[src/rtl/vend_status_uart_tx.sv]
// vend_status_uart_tx: formats vending status reports as ASCII lines and sends them over a UART TxD.
// Optional macro VEND_TX_PARITY_EN selects 8E1 framing; otherwise 8N1.
`default_nettype none

module vend_status_uart_tx #(
  parameter int CLK_HZ = 100000000,
  parameter int BAUD   = 9600
) (
  input  logic       clk_i,
  input  logic       rst_ni,
  input  logic       report_valid_i,
  input  logic       report_kind_i,
  input  logic [4:0] report_value_i,
  output logic       report_ready_o,
  output logic       txd_o,
  output logic       busy_o,
  output logic       msg_done_o
);

  localparam int CLKS_PER_BIT = CLK_HZ / BAUD;
  localparam int CNT_W = (CLKS_PER_BIT > 2) ? $clog2(CLKS_PER_BIT) : 1;
  localparam logic [CNT_W-1:0] CNT_LAST = CNT_W'(CLKS_PER_BIT - 1);

  typedef enum logic [2:0] {
    S_IDLE   = 3'd0,
    S_START  = 3'd1,
    S_DATA   = 3'd2,
`ifdef VEND_TX_PARITY_EN
    S_PARITY = 3'd3,
`endif
    S_STOP   = 3'd4,
    S_NEXT   = 3'd5
  } state_t;

  state_t           state_q;
  logic [CNT_W-1:0] cnt_q;
  logic [2:0]       bit_idx_q;
  logic [2:0]       byte_idx_q;
  logic             kind_q;
  logic [4:0]       value_q;
  logic             txd_q;
  logic             done_q;

  logic [1:0] tens;
  logic [4:0] tens_x10;
  logic [4:0] ones;
  logic [7:0] tx_byte;
  logic [2:0] last_idx;
  logic [2:0] next_bit;
  logic       bit_end;

  // Digit split by comparison: the value never exceeds 31, so no divider is needed.
  always_comb begin
    tens     = 2'd0;
    tens_x10 = 5'd0;
    if (value_q >= 5'd20) begin
      tens     = 2'd2;
      tens_x10 = 5'd20;
    end else if (value_q >= 5'd10) begin
      tens     = 2'd1;
      tens_x10 = 5'd10;
    end
    ones = value_q - tens_x10;
  end

  always_comb begin
    tx_byte = 8'h0A;
    if (!kind_q) begin
      case (byte_idx_q)
        3'd0:    tx_byte = 8'h54;
        3'd1:    tx_byte = (value_q > 5'd29) ? 8'h3F : (8'h30 + {6'd0, tens});
        3'd2:    tx_byte = (value_q > 5'd29) ? 8'h3F : (8'h30 + {3'd0, ones});
        3'd3:    tx_byte = 8'h0D;
        default: tx_byte = 8'h0A;
      endcase
    end else begin
      case (byte_idx_q)
        3'd0:    tx_byte = 8'h56;
        3'd1:    tx_byte = (value_q > 5'd9) ? 8'h3F : (8'h30 + {3'd0, value_q});
        3'd2:    tx_byte = 8'h0D;
        default: tx_byte = 8'h0A;
      endcase
    end
  end

  assign last_idx = kind_q ? 3'd3 : 3'd4;
  assign next_bit = bit_idx_q + 3'd1;
  assign bit_end  = (cnt_q == CNT_LAST);

  // txd is registered and loaded on each state transition with the level of the bit being entered.
  always_ff @(posedge clk_i or negedge rst_ni) begin
    if (!rst_ni) begin
      state_q    <= S_IDLE;
      cnt_q      <= '0;
      bit_idx_q  <= 3'd0;
      byte_idx_q <= 3'd0;
      kind_q     <= 1'b0;
      value_q    <= 5'd0;
      txd_q      <= 1'b1;
      done_q     <= 1'b0;
    end else begin
      done_q <= 1'b0;
      unique case (state_q)
        S_IDLE: begin
          if (report_valid_i) begin
            kind_q     <= report_kind_i;
            value_q    <= report_value_i;
            byte_idx_q <= 3'd0;
            cnt_q      <= '0;
            txd_q      <= 1'b0;
            state_q    <= S_START;
          end
        end
        S_START: begin
          if (bit_end) begin
            cnt_q     <= '0;
            bit_idx_q <= 3'd0;
            txd_q     <= tx_byte[0];
            state_q   <= S_DATA;
          end else begin
            cnt_q <= cnt_q + CNT_W'(1);
          end
        end
        S_DATA: begin
          if (bit_end) begin
            cnt_q <= '0;
            if (bit_idx_q == 3'd7) begin
`ifdef VEND_TX_PARITY_EN
              txd_q   <= ^tx_byte;
              state_q <= S_PARITY;
`else
              txd_q   <= 1'b1;
              state_q <= S_STOP;
`endif
            end else begin
              bit_idx_q <= next_bit;
              txd_q     <= tx_byte[next_bit];
            end
          end else begin
            cnt_q <= cnt_q + CNT_W'(1);
          end
        end
`ifdef VEND_TX_PARITY_EN
        S_PARITY: begin
          if (bit_end) begin
            cnt_q   <= '0;
            txd_q   <= 1'b1;
            state_q <= S_STOP;
          end else begin
            cnt_q <= cnt_q + CNT_W'(1);
          end
        end
`endif
        S_STOP: begin
          if (bit_end) begin
            cnt_q   <= '0;
            state_q <= S_NEXT;
          end else begin
            cnt_q <= cnt_q + CNT_W'(1);
          end
        end
        S_NEXT: begin
          if (byte_idx_q == last_idx) begin
            byte_idx_q <= 3'd0;
            done_q     <= 1'b1;
            state_q    <= S_IDLE;
          end else begin
            byte_idx_q <= byte_idx_q + 3'd1;
            txd_q      <= 1'b0;
            state_q    <= S_START;
          end
        end
        default: begin
          txd_q   <= 1'b1;
          cnt_q   <= '0;
          state_q <= S_IDLE;
        end
      endcase
    end
  end

  assign report_ready_o = (state_q == S_IDLE);
  assign busy_o         = ~report_ready_o;
  assign txd_o          = txd_q;
  assign msg_done_o     = done_q;

endmodule

`default_nettype wire

[config.mk]
export PLATFORM = sky130hd
export DESIGN_NAME = vend_status_uart_tx
export DESIGN_NICKNAME = d
export VERILOG_FILES = /design/src/rtl/vend_status_uart_tx.sv
export SDC_FILE = /design/constraint.sdc
export NUM_CORES = 1
export LEC_CHECK = 0
export BUFFER_PORTS_ARGS = -buffer_cell sky130_fd_sc_hd__buf_4
export CAP_MARGIN = 20
export CORE_UTILIZATION = 47
export CTS_BUF_LIST = sky130_fd_sc_hd__clkbuf_8
export DETAILED_ROUTE_END_ITERATION = 8
export SLEW_MARGIN = 20
export SYNTH_ARGS = -nofsm -noshare
export SYNTH_HDL_FRONTEND = slang
export SYNTH_SLANG_ARGS = --single-unit
export TNS_END_PERCENT = 10
[constraint.sdc]
create_clock -name clk_i -period 3.1 [get_ports clk_i]
set_clock_uncertainty 0.05 [all_clocks]
set_input_delay 0.465 -clock clk_i [delete_from_list [all_inputs] [get_ports clk_i]]
set_output_delay 0.465 -clock clk_i [all_outputs]
set_load 0.02 [all_outputs]
* Yosys cells after proc, flatten, opt, wreduce, memory -nomap -nowiden *
Index checks and enable logic that the tools add are counted.

cells by class
  add/sub/neg operators = 7
  multipliers = 0
  div/mod/pow operators = 0
  $lt $le $gt $ge = 5
  equality and inequality tests = 17
  shifts and indexed selects = 0
  multiplexer cells = 38
  bitwise gates (word level) = 3
  reduce and logical (&&, ||, !) cells = 11

operators with widths
  kind                                                  number
  one-hot mux 14 bit (3 select lines)                   1
  2-to-1 mux 3 bit                                      11
  2-to-1 mux 14 bit                                     2
  one-hot mux 7 bit (4 select lines)                    1
  2-to-1 mux 7 bit                                      3
  one-hot mux 7 bit (3 select lines)                    1
  one-hot mux 3 bit (5 select lines)                    1
  adder 14 x 1 -> 14 bit (second input constant)        1
  adder 6 x 5 -> 7 bit (first input constant)           2
  equality test 14 bit (second input constant)          1
  != test 2 bit (second input constant)                 7
  one-hot mux 3 bit (2 select lines)                    2
  2-to-1 mux 1 bit                                      10
  AND reduction 5 bit                                   2
  equality test 3 x 2 -> 1 bit (second input constant)  3
  equality test 3 bit (second input constant)           3
  2-to-1 mux 8 bit                                      1
  adder 6 x 2 -> 7 bit (first input constant)           1
  adder 3 x 1 -> 3 bit (second input constant)          2
  equality test 3 x 1 -> 1 bit (second input constant)  2
  zero test 3 bit                                       2
  AND reduction 2 bit                                   3
  >= comparator 5 x 4 -> 1 bit (second input constant)  1
  >= comparator 5 bit (second input constant)           1
  other kinds (14)                                      17

storage, ports and cells
  bits in registers = 31
  bits in latches = 0
  bits in writable memories = 0
  bits in read-only memories = 0
  bits of input ports = 9
  output and inout bits = 4
  word-level logic and storage cells = 89
  memories = 0

* Logic depth before layout (Yosys ltp) *
  depth after elaboration = 13
  depth in mapped cells = 12
  mapped depth without buffers = 11

* Worst setup path before layout *
Ideal clock, no wire load.

  kind = reg-to-reg
  start point = register value_q[2]
  end point = register txd_q (netlist: txd_o)
  setup time = 0.090 ns
  arrival = 2.575 ns
  required time = 2.960 ns
  path slack = 0.384 ns
  stages on the path, launching flop included = 12
  path buffers = 1
  period minus slack after synthesis = 2.716 ns
  path through = dfrtp_1 buf_2 nor3b_1 nor2_1 or2_2 fa_1 a21oi_1 a211oi_1 a2111oi_0 o21ai_0 nor2_1 o32ai_2

on the way
  cells in the longest elaborated chain, start to end = 13
  elaborated cells on any way between the ends = 24
  those cells by class = add/sub: 4; order compare: 4; mux: 16

ends and longest elaborated chain
  item                                    RTL line  RTL
  start, declared                         40        logic [4:0] value_q;
  start signal, assigned                  107       value_q <= report_value_i;
  >= comparator 5 x 4 -> 1 bit            59        end else if (value_q >= 5'd10) begin
  2-to-1 mux 4 bit                        59
  2-to-1 mux 5 bit                        56        if (value_q >= 5'd20) begin
  subtractor 5 bit                        63        ones = value_q - tens_x10;
  adder 6 x 5 -> 7 bit                    72        3'd2: tx_byte = (value_q > 5'd29) ? 8'h3F : (8'h30 + {3'd0, ones});
  2-to-1 mux 7 bit                        72
  one-hot mux 7 bit (4 select lines)      69        case (byte_idx_q)
  2-to-1 mux 8 bit (*)                    68        if (!kind_q) begin
  binary-select mux 1 bit (select 3 bit)  137       txd_q <= tx_byte[next_bit];
  2-to-1 mux 1 bit (implied by the code)  137
  2-to-1 mux 1 bit                        127       if (bit_idx_q == 3'd7) begin
  2-to-1 mux 1 bit                        125       if (bit_end) begin
  one-hot mux 1 bit (5 select lines) (*)  103       unique case (state_q)
  end signal, assigned                    118       txd_q <= tx_byte[0];
  end signal, assigned                    137
  end, declared                           41        logic txd_q;

Mark *: on every way between the ends. The rest lies on a longest branch, timed or not. The select of a mux whose other input is x is not followed.
A chain may end at the register's enable or synchronous reset.

* Worst setup path in the final report *
  start point = register value_q[1]
  end point = register txd_q (netlist: txd_o)

The elaborated chain is that of the path after synthesis.

==> reports/results.ini <==
[grt]
antenna_found_initial = 0
grt_max_degree = 32
grt_pass1_wl_mm = 8.569
overflow = 0
grt.total_usage = 0.2147
grt_pass1_vias = 1753

[placed_design]
routabilityCongestion = 0.8584
numPortBuffers = 12
dp_hpwl_mm = 3.412
place_ws_ns = 0.4116
dpl_cell_area_um2 = 2342
place_inst = 309

[synthesis]
yosysWarnings = 0
ys_types = 54
synth_async_sr_flop_share = 1.000
ys_ff_latch = 31
synth_ff_type = dfrtp_1
syn-cell-area_um2 = 2200
postSynthCellCount = 251
yosysTopAreaCellShare = 0.3413
synth_fp_nets = 271
seq_area_frac_synth = 0.3532
synthTopCellsByArea = dfrtp_1 34%, ha_1 5.7%, nor2_1 5.3%
syn-mean-instance-area_um2 = 8.763
yosys.area.top_type = dfrtp_1
synth_edf_count = 0

[power]
p_total_uw = 840.6
power_frac_clock = 0.500
power-per-cell-area_nw_per_um2 = 341.7
intPower_uw = 671.1
swShare = 0.2016
combPwrFrac = 0.019
irDropWorstVdd_v = 0.0002744
cellLeakagePower_nw = 1.078
netSwitchingPower_uw = 169.5
p_seq_frac = 0.481

[cts]
cts_setup_buffers = 0
cts_repair_resize_count = 0
postCtsHoldBufs = 0
h-tree-depth = 2
clockRootBuffer = clkbuf_8
clockBufferDepth = 2
cts_made_buffers = 5
cts_sinks = 31
clk_pin_slew_ns = 0.07
cts_tree = built
insertion_delay_ns = 0.29

[worst_setup_path]
crit_type = register to register
worstPathRequired_ns = 3.26
cp_common_cell = nor2_1
critPathMaxStageDelay_ns = 0.56
cpMaxStageDelayCell = dfrtp_1
cp_cell_sequence = o21ai_0 > nor2_1 > nor2_1 > or2_2 > fa_1 > a21oi_1 > a211oi_1 > a2111oi_0 > o21ai_0 > nor2_1 > o32ai_2
path_delay_family = compound AO/OA/AOI/OAI gates
start_kind = register
critPathCaptureType = register
r2r_setup_slack_ns = 0.38
critPathMaxFanout = 13
crit_arrival_ns = 2.88
worst-path-buf-inv = 0

[routing]
drt_iter0_drc = 99
drt-pass1-iter-count = 4
drcViolationCount = 0
vias_per_cell = 5.880
wl_mm = 4.737
ant_nets = 0
dr_total_vias = 1864
detail_route.wl_per_cell_um = 14.94

[timing]
max_freq_ghz = 0.3675
fin_crit_ns = 2.721
worst_pin_slew_ns = 0.7240
finalSetupViolations = 0
slew_headroom = 0.5129
drv_slew = 0
fin_ws_ns = 0.3790
final_hold_viol_count = 0
final.period_utilization = 0.8777
rsz0062_at_grt = no
finalSetupTns_ns = 0
hold_slack_ns = 0.04907

[cells_and_area]
post-route-util = 0.5573
fill_cells = 420
antenna_cells = 0
area_growth_pct = 11.83
final_layout_size_suffix_gt1_frac = 0.1547
layoutNonFillerInstCount = 317
final_area_um2 = 2460
nets = 284

[run_status]
status = finished clean

[die]
die_w_um = 70.41
io_pins = 13
dieArea_um2 = 4958
die_y_um = 70.41
num_rows = 24
core_area_um2 = 4414
initial_core_util = 0.4983

[min_path]
hold_path.class = input pin to asynchronous set/reset pin

[flow_run]
drv_cap = 0

## final cells by class
type,instances,area (µm²),area share
clock buffer,6,82.58,0.03357
clock inverter,2,35.03,0.01424
tap,52,65.06,0.02645
timing repair buffer,17,127.6,0.05188
sequential,31,777.0,0.3159
inverter,14,52.55,0.02136
multi-input combinational,195,1320,0.5366
## power by group through the flow
stage	registers, mW	clock network (mW)	logic, mW
final	0.404	0.420	0.0162
after detailed placement	0.412	0	0.0173
after CTS	0.404	0.431	0.0173
after floorplan	0.412	0	0.000774
after global placement	0.412	0	0.0172
after global routing	0.404	0.444	0.0192
## sequential cells by signal, summed over array words and instances, names as in the netlist
| register | cells |
|---|---|
| txd_o | 1 |
| byte_idx_q | 3 |
| bit_idx_q | 3 |
| msg_done_o | 1 |
| kind_q | 1 |
| cnt_q | 14 |
| state_q | 3 |
| value_q | 5 |
## kinds of logic after synthesis
logic type	count (synthesis)	share of synthesized area
AND/OR/NAND/NOR	100	0.2435
AO/OA/AOI/OAI	62	0.1963
flip-flops	31	0.3532
buffers and inverters	25	0.04664
XOR/XNOR	15	0.05973
adder cells (fa/ha/maj)	11	0.06598
multiplexers	7	0.03470
## Yosys cell counts, types with 2 or more instances
| library cell | n |
|---|---|
| o21ai_0 | 20 |
| nor3b_1 | 2 |
| nor2b_1 | 6 |
| dfrtp_1 | 30 |
| a21o_1 | 3 |
| a32o_1 | 2 |
| nor4b_1 | 2 |
| buf_2 | 7 |
| nand4_1 | 3 |
| a31oi_1 | 6 |
| mux2_2 | 5 |
| o211ai_1 | 2 |
| clkbuf_1 | 4 |
| ha_1 | 10 |
| or3_1 | 2 |
| a211oi_1 | 4 |
| a2111oi_0 | 2 |
| a311oi_1 | 2 |
| and2_1 | 4 |
| a21oi_1 | 8 |
| nor4_1 | 2 |
| and3_1 | 3 |
| nor2_1 | 31 |
| xor2_1 | 8 |
| xnor2_1 | 7 |
| nor3_1 | 8 |
| mux2i_1 | 2 |
| inv_1 | 14 |
| nand3_1 | 7 |
| nand2_1 | 20 |
| and4_1 | 2 |
## worst paths after layout
kind                          startpoint           end  cells past startpoint
min                               rst_ni    value_q[4]                      1
min reg2reg                 bit_idx_q[2]  bit_idx_q[2]                      1
max in group asynchronous         rst_ni         txd_o                      1
max                           value_q[1]         txd_o                     11
max reg2reg                   value_q[1]         txd_o                     11
min in group clk_i         report_kind_i        kind_q                      3
## layout by cell type (no fill, tap or decap), drive strengths merged, types with 2 or more instances in the layout
master    n
and3      4
o211ai    2
and2      4
a21o      3
nor4      2
a211oi    4
a2111oi   2
ha       10
nand3     7
a311oi    2
clkbuf    6
or3       2
nand4     4
nor2     31
nor3b     2
nor3      8
a21oi     8
nor2b     6
xor2      8
dfrtp    30
nor4b     3
o21ai    20
buf      17
mux2i     2
a32o      2
xnor2     7
mux2      5
a31oi     6
nand2    20
and4      2
inv      14
o32ai     2
## layer usage
layer | wire (µm) | up-vias | share of wire | track usage
li1 | - | 932 | - | -
met1 | 2476 | 881 | 0.52 | 0.3288
met2 | 2014 | 45 | 0.43 | 0.3048
met3 | 188 | 6 | 0.040 | 0.04473
met4 | 59 | 0 | 0.012 | 0.05333
met5 | 0 | - | 0 | 0
No activity file was read; power rests on OpenSTA's default activity.
